[config.mk]
export PLATFORM = sky130hd
export DESIGN_NAME = nibble_serial_adder
export DESIGN_NICKNAME = d
export VERILOG_FILES = /design/src/rtl/nibble_serial_adder.sv
export SDC_FILE = /design/constraint.sdc
export NUM_CORES = 1
export LEC_CHECK = 0
export ABC_AREA = 1
export BUFFER_PORTS_ARGS = -buffer_cell sky130_fd_sc_hd__buf_2
export CAP_MARGIN = 20
export CORE_AREA = 3 3 70 78
export CTS_BUF_LIST = sky130_fd_sc_hd__clkbuf_8
export CTS_CLUSTER_SIZE = 28
export DETAILED_ROUTE_END_ITERATION = 8
export DIE_AREA = 0 0 73 81
export GPL_ROUTABILITY_DRIVEN = 0
export PLACE_DENSITY = 0.87
export SYNTH_ARGS = -nofsm -noshare
export SYNTH_HDL_FRONTEND = slang
export SYNTH_HIERARCHICAL = 1
export SYNTH_SLANG_ARGS = --single-unit
export TNS_END_PERCENT = 50
[constraint.sdc]
create_clock -name clk -period 4.5 [get_ports clk]
set_clock_uncertainty 0.05 [all_clocks]
set_input_delay 0 -clock clk [delete_from_list [all_inputs] [get_ports clk]]
set_output_delay 0 -clock clk [all_outputs]
set_load 0.02 [all_outputs]
[src/rtl/nibble_serial_adder.sv]
// Multi-cycle WIDTH-bit adder that feeds one nibble per cycle through a single skip4 slice.
// Optional subtract mode is enabled by defining NIBBLE_SERIAL_SUB_EN (adds port sub_i).

module skip4 (
   input  logic [3:0] a,
   input  logic [3:0] b,
   input  logic       cin,
   output logic [3:0] sum,
   output logic       cout
);
   logic [3:0] p;
   logic [3:0] g;
   logic       c1, c2, c3, c4;

   always_comb begin
      p    = a ^ b;
      g    = a & b;
      c1   = g[0] | (p[0] & cin);
      c2   = g[1] | (p[1] & c1);
      c3   = g[2] | (p[2] & c2);
      c4   = g[3] | (p[3] & c3);
      sum  = p ^ {c3, c2, c1, cin};
      // When every bit propagates, the carry skips straight from cin.
      cout = (&p) ? cin : c4;
   end
endmodule

module nibble_serial_adder #(
   parameter int WIDTH = 16
) (
   input  logic             clk,
   input  logic             rst_n,
   input  logic             in_valid,
   output logic             in_ready,
   input  logic [WIDTH-1:0] a_i,
   input  logic [WIDTH-1:0] b_i,
   input  logic             cin_i,
`ifdef NIBBLE_SERIAL_SUB_EN
   input  logic             sub_i,
`endif
   output logic             out_valid,
   input  logic             out_ready,
   output logic [WIDTH-1:0] sum_o,
   output logic             cout_o,
   output logic             ovf_o,
   output logic             busy_o
);
   localparam int NIBBLES = WIDTH / 4;
   localparam int CNT_W   = $clog2(NIBBLES);
   localparam logic [CNT_W-1:0] LAST = CNT_W'(NIBBLES - 1);

   if ((WIDTH % 4) != 0 || WIDTH < 8) begin : g_width_check
      $error("nibble_serial_adder: WIDTH must be a multiple of 4 and >= 8");
   end

   typedef enum logic [1:0] {IDLE, RUN, DONE} state_t;

   state_t           state_q, state_d;
   logic [WIDTH-1:0] a_q, b_q, sum_q;
   logic [CNT_W-1:0] cnt_q;
   logic             carry_q, cout_q, ovf_q;

   logic [WIDTH-1:0] b_eff;
   logic             carry_init;
   logic [3:0]       nib_a, nib_b, nib_sum;
   logic             nib_cout;

`ifdef NIBBLE_SERIAL_SUB_EN
   assign b_eff      = sub_i ? ~b_i : b_i;
   assign carry_init = sub_i ? 1'b1 : cin_i;
`else
   assign b_eff      = b_i;
   assign carry_init = cin_i;
`endif

   assign nib_a = a_q[{cnt_q, 2'b00} +: 4];
   assign nib_b = b_q[{cnt_q, 2'b00} +: 4];

   skip4 u_skip4 (
      .a    (nib_a),
      .b    (nib_b),
      .cin  (carry_q),
      .sum  (nib_sum),
      .cout (nib_cout)
   );

   always_ff @(posedge clk or negedge rst_n) begin
      if (!rst_n) state_q <= IDLE;
      else        state_q <= state_d;
   end

   always_comb begin
      state_d = state_q;
      case (state_q)
         IDLE:    if (in_valid)       state_d = RUN;
         RUN:     if (cnt_q == LAST)  state_d = DONE;
         DONE:    if (out_ready)      state_d = IDLE;
         default:                     state_d = IDLE;
      endcase
   end

   always_ff @(posedge clk or negedge rst_n) begin
      if (!rst_n) begin
         a_q     <= '0;
         b_q     <= '0;
         sum_q   <= '0;
         cnt_q   <= '0;
         carry_q <= 1'b0;
         cout_q  <= 1'b0;
         ovf_q   <= 1'b0;
      end else begin
         case (state_q)
            IDLE: begin
               if (in_valid) begin
                  a_q     <= a_i;
                  b_q     <= b_eff;
                  carry_q <= carry_init;
                  cnt_q   <= '0;
               end
            end
            RUN: begin
               sum_q[{cnt_q, 2'b00} +: 4] <= nib_sum;
               carry_q                    <= nib_cout;
               cnt_q                      <= cnt_q + 1'b1;
               // Top nibble: nib_sum[3] is the final sign bit of the result.
               if (cnt_q == LAST) begin
                  cout_q <= nib_cout;
                  ovf_q  <= (a_q[WIDTH-1] == b_q[WIDTH-1]) & (nib_sum[3] != a_q[WIDTH-1]);
               end
            end
            default: ;
         endcase
      end
   end

   assign in_ready  = (state_q == IDLE);
   assign out_valid = (state_q == DONE);
   assign busy_o    = (state_q != IDLE);
   assign sum_o     = sum_q;
   assign cout_o    = cout_q;
   assign ovf_o     = ovf_q;
endmodule

After elaboration in Yosys (flattened, before gate mapping) --
Index checks and enable logic that the tools add are counted.
Word-level totals: word-level logic and storage cells 52, output and inout port bits 21, input port bits 37, flip-flop bits (word level) 55
Cells by class: equal/unequal tests 8, shifts and indexed selects 4, $add $sub $neg 2, mux-type cells 10, bitwise logic cells 12, reduce and logical (&&, ||, !) cells 8
Operators by type and width (count):
- $shiftx A16 B5 Y4 | 2
- $bwmux W16 | 1
- $shift A4 B6 Y16 const A | 1
- $shiftx A4 B6 Y16 | 1
- $mux W2 | 4
- $xor A4 B4 Y4 | 2
- $neg A4 Y6 | 1
- $pmux W2 S3 | 1
- $reduce_and A2 Y1 | 3
- $and A1 B1 Y1 | 5
- $and A4 B4 Y4 | 1
- $eq A2 B2 Y1 const B | 2
- $ne A2 B2 Y1 const B | 2
- $or A1 B1 Y1 | 4
- $pmux W2 S2 | 1
- $reduce_and A4 Y1 | 1
- $reduce_bool A2 Y1 | 2
- $reduce_and A3 Y1 | 1
- $add A2 B1 Y2 const B | 1
- $eq A2 B1 Y1 const B | 1
- $logic_not A2 Y1 | 1
- $mux W1 | 2
- $ne A2 B1 Y1 const B | 1
- $pmux W1 S2 | 1
- other kinds (2) | 2

Depth between registers and ports, before layout --
Gate-level depths: netlist of the first run.
word-level depth 12, mapped depth 18, mapped depth without buffers 18

Modules after synthesis --
The synthesis of the first run kept the hierarchy.
Modules (own cells, without submodules):
- nibble_serial_adder | area each 2656.3 µm², instances 1, cells each 324, seq. area each 1376.3 µm²
- skip4 | area each 191.4 µm², instances 1, cells each 24, seq. area each 0.0 µm²

Least setup slack after synthesis of the first run --
Ideal clock, no wire load.
path type register to register, start point register cnt_q[0], end point register ovf_q, in the netlist ovf_o, path slack 1.519 ns, clock period less this slack 2.981 ns, arrival 2.814 ns, data required time 4.333 ns, path buffers 1, cell stages (with the launch flop) 19, library setup time 0.117 ns, cells stage by stage dfrtp_1 -> inv_2 -> buf_2 -> nand2_1 -> o211ai_1 -> nand2_1 -> inv_1 -> fa_1 -> inv_1 -> fa_1 -> fa_1 -> inv_1 -> fa_1 -> inv_1 -> inv_1 -> nand2_1 -> nand2_1 -> nand3_1 -> nand2_1
Between the ends: word-level cells in the longest chain between the ends 11, elaborated cells on any way between the ends 15, those cells by class eq/ne: 2; shift: 2; bitwise: 10; reduce/logical: 1
Ends and longest elaborated chain:
- start: declaration | line 60 | logic [CNT_W-1:0] cnt_q;
- start signal: assignment | line 124 | cnt_q <= cnt_q + 1'b1;
- $shiftx A16 B5 Y4 * | line 76 | assign nib_a = a_q[{cnt_q, 2'b00} +: 4];
- via nib_a[0] | line 65 | logic [3:0] nib_a, nib_b, nib_sum;
- $xor A4 B4 Y4 | line 16 | p = a ^ b;
- $and A1 B1 Y1 | line 18 | c1 = g[0] | (p[0] & cin);
- $or A1 B1 Y1 * | line 18
- $and A1 B1 Y1 * | line 19 | c2 = g[1] | (p[1] & c1);
- $or A1 B1 Y1 * | line 19
- $and A1 B1 Y1 * | line 20 | c3 = g[2] | (p[2] & c2);
- $or A1 B1 Y1 * | line 20
- $xor A4 B4 Y4 * | line 22 | sum = p ^ {c3, c2, c1, cin};
- via nib_sum[3] | line 65
- $ne A1 B1 Y1 * | line 128 | ovf_q <= (a_q[WIDTH-1] == b_q[WIDTH-1]) & (nib_sum[3] != a_q[WIDTH-1]);
- $and A1 B1 Y1 * | line 128
- end signal: assignment | line 128
- end: declaration | line 61 | logic carry_q, cout_q, ovf_q;
Mark *: on every way through the listed nets, which the timed path passes. The rest lies on a longest branch. A chain may end at the register's enable or synchronous reset.

Final worst setup path of the first run --
start point register cnt_q[0], end point register ovf_q, in the netlist ovf_o
Between the ends: word-level cells in the longest chain between the ends 11, elaborated cells on any way between the ends 15, those cells by class eq/ne: 2; shift: 2; bitwise: 10; reduce/logical: 1
Ends and longest elaborated chain:
- $shiftx A16 B5 Y4 * | line 77 | assign nib_b = b_q[{cnt_q, 2'b00} +: 4];
- via nib_b[0] | line 65
- $xor A4 B4 Y4 | line 16
- $and A1 B1 Y1 | line 18
- $or A1 B1 Y1 * | line 18
- $and A1 B1 Y1 * | line 19
- $or A1 B1 Y1 * | line 19
- $and A1 B1 Y1 * | line 20
- $or A1 B1 Y1 * | line 20
- $xor A4 B4 Y4 * | line 22
- via nib_sum[3] | line 65
- $ne A1 B1 Y1 * | line 128
- $and A1 B1 Y1 * | line 128
Marked as above.

==> results of run 1 <==
cells by family (layout without fill, tap and decap cells):
kind of cell | Yosys count | count (layout) | synth area share [%]
buf+inv | 45 | 130 | 7.47
simple gates | 205 | 205 | 30.7
flops | 55 | 55 | 48.3
compound gates | 30 | 30 | 6.77
fa+ha+maj | 13 | 13 | 6.77
per-layer routing:
layer	track usage (%)	vias to the layer above
li1	-	1257
met1	30.9	1163
met2	43.6	73
met3	4.21	9
met4	7.20	0
met5	0	-
power groups by stage:
stage	combinational (mW)	sequential, mW	clock (mW)
finish	1.45	0.874	0.335
global route	1.66	0.905	0.364
CTS	1.43	0.874	0.342
detailed placement	1.40	0.883	0
global placement	1.34	0.878	0
floorplan	1.08	0.884	0
critical path: stages (launching register included):
cell	delay, ns
dfrtp_1	0.64
inv_2	0.33
nor2_1	0.17
nor2_1	0.05
o21ai_0	0.10
nand2_1	0.09
inv_1	0.08
fa_1	0.17
inv_1	0.06
fa_1	0.38
fa_1	0.36
inv_1	0.08
fa_1	0.40
inv_1	0.10
inv_1	0.09
nand2_1	0.07
nand2_1	0.05
nand3_1	0.07
nand2_1	0.04
flip-flops by register name (all words and copies together), names as in the netlist:
register / count
sum_o: 16
carry_q: 1
b_q: 16
ovf_o: 1
a_q: 16
cnt_q: 2
state_q: 2
cout_o: 1
placed cells by master, fill, tap and decap left out:
cell type      netlist  routed
o21ai_0             12      12
nor3_2               3       3
o211ai_1             8       8
inv_1               27      27
nor3_1               1       1
nand3_2              2       2
clkinv_2             0       1
ha_1                 9       9
o31ai_1              1       1
o21a_1               8       8
nor2_1              23      23
nor2_2               3       3
buf_2                8      57
buf_4                1       1
nand2_1            139     139
nor2_8               1       1
clkbuf_8             0       6
dlygate4sd3_1        0      35
fa_1                 4       4
inv_2                2       2
nand2_4              1       1
bufinv_16            0       1
nand3_1             32      32
dfrtp_1             55      55
o21ai_1              1       1
worst paths after layout:
| check | start | endpoint | slack (ns) |
|---|---|---|---|
| setup / recovery | cnt_q[0] | ovf_o | 1.02 |
| hold / removal | in_valid | b_q[13] | 0.14 |
| setup reg to reg | cnt_q[0] | ovf_o | 1.02 |
| hold reg to reg | b_q[2] | b_q[2] | 0.43 |
| max in group asynchronous | rst_n | cnt_q[1] | 3.66 |
| min in group asynchronous | rst_n | sum_o[14] | 0.28 |
layout make-up:
| cell class | instances | area [sq um] |
|---|---|---|
| clock buffer | 6 | 82.6 |
| timing repair buffer | 93 | 643 |
| multi-input combinational | 248 | 1260 |
| inverter | 29 | 109 |
| tap | 56 | 70.1 |
| sequential | 55 | 1380 |
| fill | 330 | 1140 |
| clock inverter | 2 | 35.0 |
per-stage QoR:
step	power [mW]	instances	util (%)	instance area (sq um)
4_1_cts	2.65	489	75.8	3570
3_3_place_gp	2.22	446	65.9	3110
5_1_grt	2.93	489	75.8	3570
2_1_floorplan	1.97	348	-	2850
6_report	2.66	489	75.8	3570
3_5_place_dp	2.28	446	65.9	3110
==> flow_metrics.py, run 1 <==
metrics = {
    "status": {
        "status": "completed",
    },
    "clock_tree": {
        "cts-resized-gates": 0,
        "cts-hold-fix-buffers": 35,
        "post_cts_buffers": 0,
        "clk_pin_slew_worst_paths_ns": 0.09,
        "insertion_delay_ns": 0.31,
        "clk_path_buf_depth": 2,
        "cts_tree": "yes",
        "ctsHtreeMaxLevel": 2,
        "ctsRootBufferMaster": "clkbuf_8",
        "clock_sinks": 55,
        "cts_buffers": 5,
    },
    "synth": {
        "ys_types": 24,
        "synthTopCellsByCount": "nand2_1, dfrtp_1, nand3_1",
        "syn_nets": 398,
        "yosys_register_bits": 55,
        "synth-seq-area-share_pct": 48.3,
        "async_reset_ff_share_pct": 100,
        "synth_edf_count": 0,
        "synth_top_cell_area_share_pct": 48.3,
        "netlist_instances": 348,
        "yosysMostFrequentCell": "nand2_1",
        "postSynthAreaPerCell_sq_um": 8.18,
        "synthFlopType": "dfrtp_1",
        "synth.cell_area_sq_mm": 0.00285,
        "synth_area_leaders": "dfrtp_1, nand2_1, nand3_1, ha_1, inv_1",
        "yosysTopAreaCell": "dfrtp_1",
        "yosys_warnings": 6,
    },
    "finish": {
        "drive_gt1_share_pct": 18.0,
        "final_nets": 482,
        "area_growth_pct": 25.5,
        "diodes": 0,
    },
    "detailed_routing": {
        "wl_met3_um": 306,
        "highest_layer": "met4",
        "wl_um": 6600,
        "drt_drc_violations_left": 0,
        "routedWlPerCell_um": 13.5,
        "dr_wl_met2_um": 3470,
        "met1_length_um": 2720,
        "via_per_inst": 5.12,
        "first_pass_iters": 5,
        "drt_iter0_drc": 137,
        "num_vias": 2502,
        "final_antenna_net_count": 0,
    },
    "sta": {
        "fmax_mhz": 287,
        "rsz0062_at_grt": "no",
        "hold_viol": 0,
        "setup_slack_ns": 1.02,
        "setup_viol": 0,
        "tightest_slew_ns": 0.675,
        "fin_tns_setup_ns": 0,
        "fin_crit_ns": 3.48,
        "fin_hold_ws_ns": 0.139,
        "relSlewSlack_pct": 55.0,
        "finalMaxSlewViolations": 0,
        "finalCritPeriodShare_pct": 77.3,
    },
    "worst_setup_path": {
        "critPathCaptureType": "flop",
        "cp.required_ns": 4.66,
        "worstPathArrival_ns": 3.64,
        "reg2regPathDepth": 18,
        "critical_path.max_fanout": 29,
        "crit_type": "reg2reg",
        "crit_path_start_kind": "flop",
    },
    "global_routing": {
        "grt_pass1_vias": 2502,
        "antenna_found_initial": 0,
        "grt_usage_pct": 24.7,
        "grt_max_degree": 56,
        "gr-total-overflow": 0,
        "grt_pass1_wl_um": 11500,
    },
    "placement": {
        "post-dp-hpwl_um": 4240,
        "dp_slack_ns": 1.07,
        "io_buffers": 57,
    },
    "floorplan": {
        "dieArea_sq_mm": 0.00591,
        "rows": 26,
        "start_util_pct": 60.4,
        "die_h_um": 81,
        "core_area_sq_mm": 0.00472,
        "die_w_um": 73,
        "io-pin-count": 58,
    },
    "power": {
        "p_sw_share_pct": 47.9,
        "clkPwrFrac_pct": 12.6,
        "ir_worst_vdd_uv": 408,
        "p_per_area_mw_per_mm2": 743,
        "p_int_mw": 1.39,
        "comb_power_share_pct": 54.5,
        "p_leak_nw": 1.99,
        "power.switching_mw": 1.27,
        "p_seq_share_pct": 32.9,
    },
    "worst_hold_path": {
        "holdCritPathClass": "in2reg",
        "min_path_cells": 3,
    },
    "flow_run": {
        "cap_violations": 0,
    },
}
No activity file was read; power rests on OpenSTA's default activity.
==> run 2, diff against run 1 <==
Settings changed: CORE_AREA 3 3 70 78 to 3 3 76 85, DIE_AREA 0 0 73 81 to 0 0 79 88, PLACE_DENSITY 0.87 to 0.78.
Clock period 4.5 ns to 2.9 ns, I/O delays scaled along.
==> flow_metrics.py, run 2 (synthesis gave the netlist of run 1 again) <==
metrics = {
    "power": {
        "clkPwrFrac_pct": 9.7,
        "p_sw_share_pct": 47.8,
        "p_int_mw": 2.32,
        "power.switching_mw": 2.13,
        "ir_worst_vdd_uv": 647,
        "p_leak_nw": 2.02,
        "power_mw": 4.45,
        "p_per_area_mw_per_mm2": 1210,
        "p_seq_share_pct": 29.6,
        "comb_power_share_pct": 60.7,
    },
    "detailed_routing": {
        "drt_iter0_drc": 130,
        "via_per_inst": 4.90,
        "routedWlPerCell_um": 12.6,
        "drt_drc_violations_left": 0,
        "num_vias": 2556,
        "wl_um": 6560,
        "final_antenna_net_count": 0,
        "first_pass_iters": 4,
    },
    "finish": {
        "final_common_cell": "nand2_1",
        "stdcell_area_sq_mm": 0.00369,
        "drive_gt1_share_pct": 22.2,
        "final_cell_mix": "nand2_1, buf_2, dfrtp_1",
        "final_nets": 494,
        "fin_cells": 522,
        "diodes": 0,
        "area_growth_pct": 29.6,
        "final_util_pct": 64.4,
    },
    "worst_setup_path": {
        "worstReg2RegEnd": "sum_o[3]",
        "critPathCaptureType": "flop",
        "crit_path_max_incr_delay_ns": 0.51,
        "critical_path.max_fanout": 7,
        "cp.required_ns": 3.06,
        "crit_path_start_kind": "flop",
        "ff2ff_setup_slack_ns": -0.08,
        "critPathTopFamily": "adder cells",
        "crit_buf_inv": 8,
        "worstPathArrival_ns": 3.14,
        "critPathSlowestCell": "fa_1",
        "crit_type": "reg2reg",
        "reg2regPathDepth": 17,
        "reg2reg_from": "cnt_q[0]",
        "path_cells": "clkinv_4, buf_6, nand2_1, o211ai_1, nand2_1, inv_2, fa_1, inv_2, fa_2, fa_2, inv_2, fa_1, inv_2, buf_4, buf_4, nand2_1, nand2_1",
    },
    "status": {
        "status": "finished with violations",
        "violations": "negative setup slack",
    },
    "floorplan": {
        "core_area_sq_mm": 0.00573,
        "die_w_um": 79,
        "start_util_pct": 49.7,
        "rows": 29,
        "io-pin-count": 58,
        "dieArea_sq_mm": 0.00695,
        "die_h_um": 88,
    },
    "sta": {
        "finalMaxSlewViolations": 0,
        "hold_viol": 0,
        "tightest_slew_ns": 0.755,
        "fin_hold_ws_ns": 0.126,
        "finalCritPeriodShare_pct": 103,
        "fmax_mhz": 336,
        "rsz0062_at_grt": "yes",
        "setup_viol": 4,
        "setup_slack_ns": -0.0770,
        "fin_crit_ns": 2.98,
        "relSlewSlack_pct": 49.7,
    },
    "global_routing": {
        "antenna_found_initial": 0,
        "grt_usage_pct": 19.7,
        "grt_max_degree": 42,
        "gr-total-overflow": 0,
        "grt_pass1_wl_um": 10900,
        "grt_pass1_vias": 2468,
    },
    "worst_hold_path": {
        "min_path_cells": 3,
        "hold_end": "a_q[6]",
        "holdCritPathClass": "in2reg",
        "hold_start": "in_valid",
    },
    "clock_tree": {
        "ctsHtreeMaxLevel": 2,
        "insertion_delay_ns": 0.32,
        "cts_tree": "yes",
        "clk_path_buf_depth": 2,
        "ctsRootBufferMaster": "clkbuf_8",
        "cts_buffers": 5,
        "clock_sinks": 55,
        "clk_pin_slew_worst_paths_ns": 0.10,
    },
    "placement": {
        "post-dp-hpwl_um": 4420,
        "dp_cells": 473,
        "io_buffers": 57,
        "placed_area_sq_mm": 0.00318,
    },
    "flow_run": {
        "cap_violations": 0,
    },
}
==> run 2: cell count changes in the layout (fill, tap and decap cells not counted), sizes merged <==
cell	previous run	this run
buf	58	70
bufinv	1	0
clkinvlp	0	2
clkbuf	6	5
==> run 2: layer usage <==
layer,up-vias,global-route usage [%],routed length (um)
li1,1280,-,-
met1,1187,23.5,2700
met2,75,35.5,3380
met3,14,4.42,335
met4,0,5.78,151
met5,-,0,0
==> run 2: power groups by stage <==
stage               clock, mW  combinational [mW]  sequential (mW)
finish                  0.432                2.70             1.32
global route            0.477                3.06             1.35
CTS                     0.446                2.41             1.31
detailed placement          0                2.36             1.33
global placement            0                2.32             1.32
floorplan                   0                1.69             1.37
==> run 2: layout make-up <==
type                    instances  area, sq um
well taps                      77         96.3
multi-input cells             248         1270
inverters                      29          114
fillers                       504         2040
clock buffers                   5         68.8
repair buffers                105          741
clock inverters                 3         23.8
flip-flops and latches         55         1380
==> run 2: worst max-delay path by stage <==
stage | slack (ns) | startpoint | endpoint | depth (start not counted)
finish | -0.08 | cnt_q[0] | sum_o[3] | 17
global route | -0.29 | cnt_q[0] | sum_o[15] | 17
CTS | 0.007 | cnt_q[0] | sum_o[15] | 17
detailed placement | 0.01 | cnt_q[0] | sum_o[15] | 16
global placement | 0.08 | cnt_q[0] | ovf_o | 17
floorplan | 0.01 | cnt_q[0] | ovf_o | 18
==> run 2: what timing repair did <==
item | 4_1_cts | 5_1_grt
endpoints found under the hold margin | 68 | 0
pin swaps | 0 | 7
gates cloned | 0 | 0
resized for setup | 1 | 14
hold buffers | 35 | 0
setup endpoints to repair | 1 | 5
buffers inserted | 0 | 6
==> run 2: stage by stage <==
stage               TNS [ns]  setup WS, ns
floorplan                  0        0.0127
global placement           0        0.0837
detailed placement         0        0.0125
CTS                        0       0.00736
global route           -1.27        -0.292
finish                -0.219       -0.0770
==> run 2: tightest hold or removal path: stages <==
cell	delay, ns
buf_2	0.26
nand3_1	0.15
nand2_1	0.05
